==> src/rtl/ec_pkg.sv <==
// ec_pkg: default field constants, slope FSM states and modular add/sub/double helpers.
package ec_pkg;
    localparam int EC_W = 8;
    localparam logic [EC_W-1:0] EC_P = 8'd251;
    localparam logic [EC_W-1:0] EC_A = 8'd0;

    typedef enum logic [2:0] {
        S_IDLE, S_PREP, S_DSQ, S_DFIX, S_EXP_SQ, S_EXP_MUL, S_FINAL, S_DONE
    } state_t;

    // Operands are < p, so one conditional subtract is enough.
    function automatic logic [EC_W-1:0] mod_add(input logic [EC_W-1:0] a, b, p);
        logic [EC_W:0] sum, dif;
        sum = {1'b0, a} + {1'b0, b};
        dif = sum - {1'b0, p};
        return dif[EC_W] ? sum[EC_W-1:0] : dif[EC_W-1:0];
    endfunction

    function automatic logic [EC_W-1:0] mod_sub(input logic [EC_W-1:0] a, b, p);
        logic [EC_W:0] dif;
        dif = {1'b0, a} - {1'b0, b};
        return dif[EC_W] ? dif[EC_W-1:0] + p : dif[EC_W-1:0];
    endfunction

    function automatic logic [EC_W-1:0] mod_dbl(input logic [EC_W-1:0] a, p);
        return mod_add(a, a, p);
    endfunction
endpackage

==> src/rtl/ec_slope_calc_mod_mul.sv <==
// mod_mul: bit-serial interleaved modular multiplier; one issue cycle plus W double-and-add steps.
module mod_mul
    import ec_pkg::*;
#(
    parameter int W = EC_W,
    parameter logic [W-1:0] P = EC_P
) (
    input  logic         clk,
    input  logic         rst_n,
    input  logic         go,
    input  logic [W-1:0] a,
    input  logic [W-1:0] b,
    output logic         busy,
    output logic         done,
    output logic [W-1:0] p
);
    localparam int CW = $clog2(W + 1);
    logic [W-1:0] a_r, b_r, acc, acc2;
    logic [CW-1:0] cnt;

    // p is the value the accumulator takes at the next edge, so the caller can capture it on done.
    assign acc2 = mod_dbl(acc, P);
    assign p = b_r[W-1] ? mod_add(acc2, a_r, P) : acc2;
    assign busy = cnt != '0;
    assign done = cnt == CW'(1);

    always_ff @(posedge clk or negedge rst_n) begin
        if (!rst_n) begin
            a_r <= '0;
            b_r <= '0;
            acc <= '0;
            cnt <= '0;
        end else if (go) begin
            a_r <= a;
            b_r <= b;
            acc <= '0;
            cnt <= CW'(W);
        end else if (busy) begin
            acc <= p;
            b_r <= b_r << 1;
            cnt <= cnt - 1'b1;
        end
    end
endmodule

==> src/rtl/ec_slope_calc.sv <==
// ec_slope_calc: chord/tangent slope mod P, inverting the denominator by Fermat on one serial multiplier.
// Define SLOPE_CONST_TIME_EN to run the exponent multiply on every bit and discard it when the bit is 0.
module ec_slope_calc
    import ec_pkg::*;
#(
    parameter int W = EC_W,
    parameter logic [W-1:0] P = EC_P,
    parameter logic [W-1:0] A = EC_A
) (
    input  logic         clk,
    input  logic         rst_n,
    input  logic         start,
    input  logic         dbl,
    input  logic [W-1:0] ax,
    input  logic [W-1:0] ay,
    input  logic [W-1:0] bx,
    input  logic [W-1:0] by,
    output logic         busy,
    output logic         done,
    output logic [W-1:0] s,
    output logic         err
);
`ifdef SLOPE_CONST_TIME_EN
    localparam bit CT = 1'b1;
`else
    localparam bit CT = 1'b0;
`endif
    localparam logic [W-1:0] E = P - W'(2);
    localparam int BW = $clog2(W);

    state_t state, nxt;
    logic [W-1:0] ax_r, ay_r, bx_r, by_r, num, den, r, t, den_c, mm_a, mm_b, mm_p;
    logic dbl_r, mm_go, mm_busy, mm_done, ebit, last;
    logic [BW-1:0] bi;

    assign den_c = dbl_r ? mod_dbl(ay_r, P) : mod_sub(bx_r, ax_r, P);
    assign ebit = E[bi];
    assign last = bi == '0;

    mod_mul #(.W(W), .P(P)) u_mul (
        .clk(clk), .rst_n(rst_n), .go(mm_go), .a(mm_a), .b(mm_b),
        .busy(mm_busy), .done(mm_done), .p(mm_p)
    );

    always_ff @(posedge clk or negedge rst_n) begin
        if (!rst_n) state <= S_IDLE;
        else state <= nxt;
    end

    always_comb begin
        nxt = state;
        case (state)
            S_IDLE:    nxt = start ? S_PREP : S_IDLE;
            S_PREP:    nxt = den_c == '0 ? S_DONE : dbl_r ? S_DSQ : S_EXP_SQ;
            S_DSQ:     nxt = mm_done ? S_DFIX : S_DSQ;
            S_DFIX:    nxt = S_EXP_SQ;
            S_EXP_SQ:  nxt = !mm_done ? S_EXP_SQ : (CT || ebit) ? S_EXP_MUL : last ? S_FINAL : S_EXP_SQ;
            S_EXP_MUL: nxt = !mm_done ? S_EXP_MUL : last ? S_FINAL : S_EXP_SQ;
            S_FINAL:   nxt = mm_done ? S_DONE : S_FINAL;
            default:   nxt = S_IDLE;
        endcase
    end

    // Every multiply state issues once, in its first cycle, while the multiplier is idle.
    always_comb begin
        busy = state != S_IDLE && state != S_DONE;
        done = state == S_DONE;
        mm_go = (state inside {S_DSQ, S_EXP_SQ, S_EXP_MUL, S_FINAL}) && !mm_busy;
        mm_a = state == S_DSQ ? ax_r : state == S_FINAL ? num : r;
        mm_b = state == S_DSQ ? ax_r : state == S_EXP_MUL ? den : r;
    end

    always_ff @(posedge clk or negedge rst_n) begin
        if (!rst_n) begin
            {ax_r, ay_r, bx_r, by_r, num, den, r, t, s} <= '0;
            dbl_r <= 1'b0;
            err <= 1'b0;
            bi <= '0;
        end else if (state == S_IDLE && start) begin
            {ax_r, ay_r, bx_r, by_r} <= {ax, ay, bx, by};
            dbl_r <= dbl;
        end else if (state == S_PREP) begin
            num <= mod_sub(by_r, ay_r, P);
            den <= den_c;
            r <= W'(1);
            bi <= BW'(W - 1);
            if (den_c == '0) begin
                s <= '0;
                err <= 1'b1;
            end
        end else if (state == S_DSQ && mm_done) begin
            t <= mm_p;
        end else if (state == S_DFIX) begin
            num <= mod_add(mod_add(mod_dbl(t, P), t, P), A, P);
        end else if (state == S_EXP_SQ && mm_done) begin
            r <= mm_p;
            if (!CT && !ebit) bi <= bi - 1'b1;
        end else if (state == S_EXP_MUL && mm_done) begin
            if (ebit) r <= mm_p;
            bi <= bi - 1'b1;
        end else if (state == S_FINAL && mm_done) begin
            s <= mm_p;
            err <= 1'b0;
        end
    end
endmodule

==> config.mk <==
export PLATFORM = sky130hd
export DESIGN_NAME = ec_slope_calc
export DESIGN_NICKNAME = d
export VERILOG_FILES = /design/src/rtl/ec_pkg.sv /design/src/rtl/ec_slope_calc_mod_mul.sv /design/src/rtl/ec_slope_calc.sv
export SDC_FILE = /design/constraint.sdc
export NUM_CORES = 1
export LEC_CHECK = 0
export CORE_UTILIZATION = 61
export CTS_BUF_LIST = sky130_fd_sc_hd__clkbuf_16
export DETAILED_ROUTE_END_ITERATION = 12
export PLACE_DENSITY = 0.91
export SLEW_MARGIN = 5
export SYNTH_ARGS = -nofsm -noshare
export SYNTH_HDL_FRONTEND = slang
export SYNTH_SLANG_ARGS = --single-unit
==> constraint.sdc <==
create_clock -name clk -period 5.9 [get_ports clk]
set_input_delay 0.885 -clock clk [delete_from_list [all_inputs] [get_ports clk]]
set_output_delay 0.885 -clock clk [all_outputs]
set_load 0.005 [all_outputs]
# Word level (Yosys, flattened, before mapping)
# Memories as Yosys holds them, arrays and structs flattened.
# Index checks and enable logic that the tools add are counted.
# totals
ff_bits,108
latch_bits,0
ram_bits,0
romBits,8
in_bits,36
out_inout_bits,11
word_cells,138
n_memories,1
# mem_list
name,words,word_bits,rd,rd_clocked_by_memory_dff,wr,line_no,rtl
(no name shown),8,1,1,0,0,ec_slope_calc.sv:37,assign ebit = E[bi];
# classes
n_addsub,17
n_mul,0
div_mod_pow,0
magnitude_cmp,1
eq_ne,15
shifts,0
mux,60
n_bitwise,2
reduce_logical,25
# op_table
operator,count
$mux 8,34
$add 8x8->9,5
$sub 9x8->9 const B,5
$mux 3,10
$pmux 3 s7,1
$sub 8x8->9,2
$add 8x8->8 const B,2
$eq 3x3->1 const B,4
$mux 1,11
$ne 2x2->1 const B,5
$reduce_and 5->1,2
$reduce_bool 3->1,3
$sub 8x8->9 const B,1
$logic_not 8->1,1
$mux 4,2
$reduce_bool 4->1,2
$logic_and 1x1->1,7
$reduce_and 7->1,1
$eq 3x2->1 const B,2
$logic_not 3->1,2
$ne 3x3->1 const B,2
$reduce_and 3->1,2
$reduce_bool 2->1,3
$eq 4x1->1 const B,1
other kinds (8),10

# Depth between registers and ports, before layout
# logic_depth
depth_word,13
depth_mapped,20
ltp_nobuf,17

# Cells and area by module
# Synthesis repeated with hierarchy kept, for this count alone.
# unflattened
hier_cells,931
area_unflattened_um2,8281.7
# by_module_without_submodules
mod,instances,cells_per_inst,area_per_inst_um2,seq_area_each_um2
ec_slope_calc,1,677,5973.2,2001.9
mod_mul,1,254,2308.5,700.7

# Worst setup path before layout
# Ideal clock, no wire load.
# synth_timing
kind,flip-flop to flip-flop
from,register t[1]
to,register num[1]
setup_ps,132
arrival_time_ps,4105
required_time_ps,5768
setup_slack_ps,1664
stages_incl_launch_ff,18
n_path_buf,1
period_less_slack_ps,4236
cell_sequence,dfrtp_1 > ha_1 > nand3_1 > xor2_1 > inv_1 > ha_1 > fa_1 > and3_1 > o2111a_1 > a311o_1 > and3_1 > and3_1 > buf_2 > o21ai_1 > nor4b_2 > mux2_2 > nor3_1 > a31oi_1
# synth_via
elab_chain_len,11
# synth_lines
item,line_no,rtl
"start, declared",ec_slope_calc.sv:32,"logic [W-1:0] ax_r, ay_r, bx_r, by_r, num, den, r, t, den_c, mm_a, mm_b, mm_p;"
"start signal, assigned",ec_slope_calc.sv:92,t <= mm_p;
$add 8x8->9,ec_pkg.sv:14,"sum = {1'b0, a} + {1'b0, b};"
$sub 9x8->9,ec_pkg.sv:15,"dif = sum - {1'b0, p};"
$mux 8,ec_pkg.sv:16,return dif[EC_W] ? sum[EC_W-1:0] : dif[EC_W-1:0];
$add 8x8->9 (*),ec_pkg.sv:14,
$sub 9x8->9,ec_pkg.sv:15,
$mux 8 (*),ec_pkg.sv:16,
$sub 8x8->9,ec_pkg.sv:15,
$mux 8 (*),ec_pkg.sv:16,
$mux 8 (*),ec_slope_calc.sv:93,end else if (state == S_DFIX) begin
$mux 8 (*),ec_slope_calc.sv:91,end else if (state == S_DSQ && mm_done) begin
$mux 8 (*),ec_slope_calc.sv:82,end else if (state == S_PREP) begin
"end signal, assigned",ec_slope_calc.sv:83,"num <= mod_sub(by_r, ay_r, P);"
"end signal, assigned",ec_slope_calc.sv:94,"num <= mod_add(mod_add(mod_dbl(t, P), t, P), A, P);"
"end, declared",ec_slope_calc.sv:32,
# Mark *: on every way between the ends. The rest lies on a longest branch, timed or not. The select of a mux whose other input is x is not followed.
# A chain may end at the register's enable or synchronous reset.

# Final worst setup path
# layout_timing
from,register u_mul.acc[1]
to,register t[1]
# layout_via
elab_chain_len,7
# layout_lines
item,line_no,rtl
"start, declared",ec_slope_calc_mod_mul.sv:18,"logic [W-1:0] a_r, b_r, acc, acc2;"
"start signal, assigned",ec_slope_calc_mod_mul.sv:39,acc <= p;
$add 8x8->9 (*),ec_pkg.sv:14,
$sub 9x8->9,ec_pkg.sv:15,
$mux 8 (*),ec_pkg.sv:16,
$add 8x8->9,ec_pkg.sv:14,
$sub 9x8->9,ec_pkg.sv:15,
$mux 8,ec_pkg.sv:16,
$mux 8 (*),ec_slope_calc_mod_mul.sv:23,"assign p = b_r[W-1] ? mod_add(acc2, a_r, P) : acc2;"
# Mark *: on every way between the ends. The rest lies on a longest branch, timed or not.

==> impl_metrics.csv <==
group,metric,value,unit
logic_synthesis,synth.most_common_cell,"nand2_1",
place,hpwl,13.30,mm
worst_setup_path,critPathLaunchType,"flop",
logic_synthesis,synth-compound-area-share,0.2159,
grt,grt_max_degree,60,
hold_path,hp-class,"reg -> reg",
layout,fin_nets,1000,
grt,antenna_found_initial,0,
grt,grt_pass1_vias,6389,
flow_run,drv_cap,0,
clocking,post_cts_buffers,0,
clocking,cts_tree,"yes",
logic_synthesis,synthFlopType,"dfrtp_1",
logic_synthesis,syn_nets,975,
timing,final.setup.tns,0,ns
clocking,cts_sinks,108,
layout,antenna_cells,0,
route,routedWlPerCell,16.56,um
timing,grt_setup_unrepaired,"false",
place,dp_cells,1072,
logic_synthesis,yosysTopAreaCell,"dfrtp_1",
layout,fin_cells,1088,
timing,max-slew-margin-rel,0.4180,
clocking,hold_buffers,0,
pwr,p_per_area,167.2,mW/mm2
worst_setup_path,slowest_stage,"a211oi_1",
timing,clock.fmax,0.2056,GHz
grt,grt_overflow,0,
worst_setup_path,crit_fanout,7,
outcome,status,"complete, no violations",
floorplanning,die_y,114.1,um
logic_synthesis,synth.area.mux_share,0.06511,
worst_setup_path,startpoint,"u_mul.acc[1]",
logic_synthesis,synth.cells.most_frequent,"nand2_1, dfrtp_1, o21ai_0, nor2_1, a21oi_1",
clocking,cts.path.max_buffers,2,
floorplanning,start_util,0.6331,
logic_synthesis,synth_cell_types,72,
worst_setup_path,timing.rr.start,"u_mul.acc[1]",
timing,slew_viol_final,0,
route,vias,6757,
route,drtPass1Iterations,5,
place,numPortBuffers,46,
logic_synthesis,yosys.area_share.adder,0.08388,
worst_setup_path,cp.arrival,5.11,ns
layout,fillCellCount,925,
clocking,cts.clk_slew.worst_paths,0.07,ns
floorplanning,std_cell_rows,40,
clocking,post_cts_resized,0,
logic_synthesis,yosys_warnings,0,
floorplanning,die_x,114.1,um
timing,tightestPinTransition,0.8730,ns
grt,grt_first_pass_wirelength,29.97,mm
worst_setup_path,crit_required,6.15,ns
route,drc,0,
floorplanning,die_area,0.01302,mm2
worst_setup_path,cpPeakStageDelay,0.50,ns
logic_synthesis,synthArstFlopShare,1.000,
timing,setup_viol,0,
worst_setup_path,path_class,"reg -> reg",
pwr,p_leak,0.003999,uW
logic_synthesis,synth_top_family_by_area,"compound AO/OA/AOI/OAI gates",
logic_synthesis,synth-seq-cells,108,
layout,syn_to_final_growth,11.39,%
logic_synthesis,synth-xor-area-share,0.06054,
floorplanning,ioPinCount,47,
timing,finClkSkew,0.01140,ns
route,ant_nets,0,
place,routabilityCongestion,0.8937,
logic_synthesis,syn-mean-instance-area,8.615,um2
route,first_iter_violations,571,
worst_setup_path,cp-end-kind,"flop",
grt,grtUsageTotal,0.2945,
logic_synthesis,post_synth_instance_area,0.007667,mm2
pwr,peakVddDrop,0.1509,mV
clocking,root_buffer,"clkbuf_16",
layout,drive_gt1_frac,0.07065,
layout,multi_input_area,0.004631,mm2
timing,finalCritPeriodShare,0.8245,
clocking,htreeDepth,3,
hold_path,min-delay-start,"u_mul.b_r[1]",
route,vias_per_cell,6.210,
logic_synthesis,yosys.area_share.simple,0.1785,
timing,finalHoldViolations,0,
worst_setup_path,crit_chain,"ha_1, and3_1, nand3_1, xor2_1, inv_1, ha_1, fa_1, a21o_1, a21oi_1, o21ai_0, a211oi_1, nand3_1, nor3b_2, xnor2_1, mux2i_1, a21oi_1, mux2_2",
route,finalWirelength,18.01,mm
timing,min_period,4.864,ns
logic_synthesis,netlist.area_leader.share,0.3525,
layout,final-seq-area,0.002703,mm2
logic_synthesis,synth_edf_count,0,
clocking,numCtsBuffers,9,
clocking,clk_latency,0.37,ns
logic_synthesis,syn_inst,890,
logic_synthesis,synth_area_leaders,"dfrtp_1, ha_1, nand2_1",
floorplanning,core,0.01211,mm2
logic_synthesis,ys_seq_area_frac,0.3525,
[state kept, by name, summed over array words and instances (netlist names), 4 cells and up]
| name | cells |
|---|---|
| u_mul.cnt | 4 |
| u_mul.b_r | 8 |
| r | 8 |
| bx_r | 8 |
| u_mul.a_r | 8 |
| s | 8 |
| t | 8 |
| by_r | 8 |
| den | 8 |
| ax_r | 8 |
| num | 8 |
| u_mul.acc | 8 |
| ay_r | 8 |
[metal layers]
metal	part of all wire	GRT usage	up-vias
li1	-	-	3247
met1	0.43	0.3784	3201
met2	0.48	0.4893	258
met3	0.052	0.05241	51
met4	0.034	0.1299	0
met5	0	0	-
[cell type report]
class,instances,area share
clock buffer,9,0.02637
sequential,108,0.3164
inverter,47,0.02066
clock inverter,7,0.01172
multi-input combinational,698,0.5422
timing repair buffer,51,0.05801
tap,168,0.02461
[logic make-up after synthesis]
group	after synthesis
buffers and inverters	84
AOI/OAI and AO/OA	256
adders and majority gates	49
and+or+nand+nor	294
muxes	46
xor gates and xnor gates	53
DFF	108
[layout by cell type, fill, tap and decap left out, types with 18 or more instances in the layout]
cell,count
xnor2_1,37
mux2_2,30
nor2_1,71
nand2_1,116
o21ai_0,85
nor3_1,18
inv_1,47
nand3_1,21
ha_1,45
clkdlybuf4s50_1,45
dfrtp_1,108
a21oi_1,51
[power by group]
group / leakage [uW] / switching [uW] / internal (uW)
Sequential: 0.00122 / 0 / 740
Clock: 0.000159 / 275 / 375
Combinational: 0.00262 / 17.6 / 20.5
Total: 0.00400 / 293 / 1140
[critical path, delay by kind of cell, from the launching register on]
| family | cells | cell delay (ns) |
|---|---|---|
| multiplexers | 2 | 0.57 |
| XOR/XNOR | 2 | 0.53 |
| AND/OR/NAND/NOR | 4 | 0.88 |
| AO/OA/AOI/OAI | 5 | 1.24 |
| buffers and inverters | 1 | 0.20 |
| adder cells (fa/ha/maj) | 3 | 0.92 |
| flip-flops | 1 | 0.42 |
[metrics by stage]
step           cell area (um2)  total power [uW]  utilization  hold WS [ns]  worst slack, ns
3_3_place_gp              8215             792.7       0.6783        0.4544            1.426
6_report                  8541              1428       0.7052        0.4802            1.036
4_1_cts                   8541              1439       0.7052        0.4834            1.143
3_5_place_dp              8215             793.6       0.6783        0.4665            1.191
2_1_floorplan             7667             754.7            -        0.4447            1.664
5_1_grt                   8541              1469       0.7052        0.5183           0.6384
[final timing paths]
| check | endpoint | slack (ns) | depth (start not counted) |
|---|---|---|---|
| setup / recovery | t[1] | 1.04 | 17 |
| hold / removal | u_mul.b_r[2] | 0.48 | 2 |
| setup reg to reg | t[1] | 1.04 | 17 |
| hold reg to reg | u_mul.b_r[2] | 0.48 | 2 |
| max in group asynchronous | u_mul.a_r[7] | 4.18 | 2 |
| min in group asynchronous | u_mul.acc[4] | 0.55 | 1 |
No activity file was read; power rests on OpenSTA's default activity.
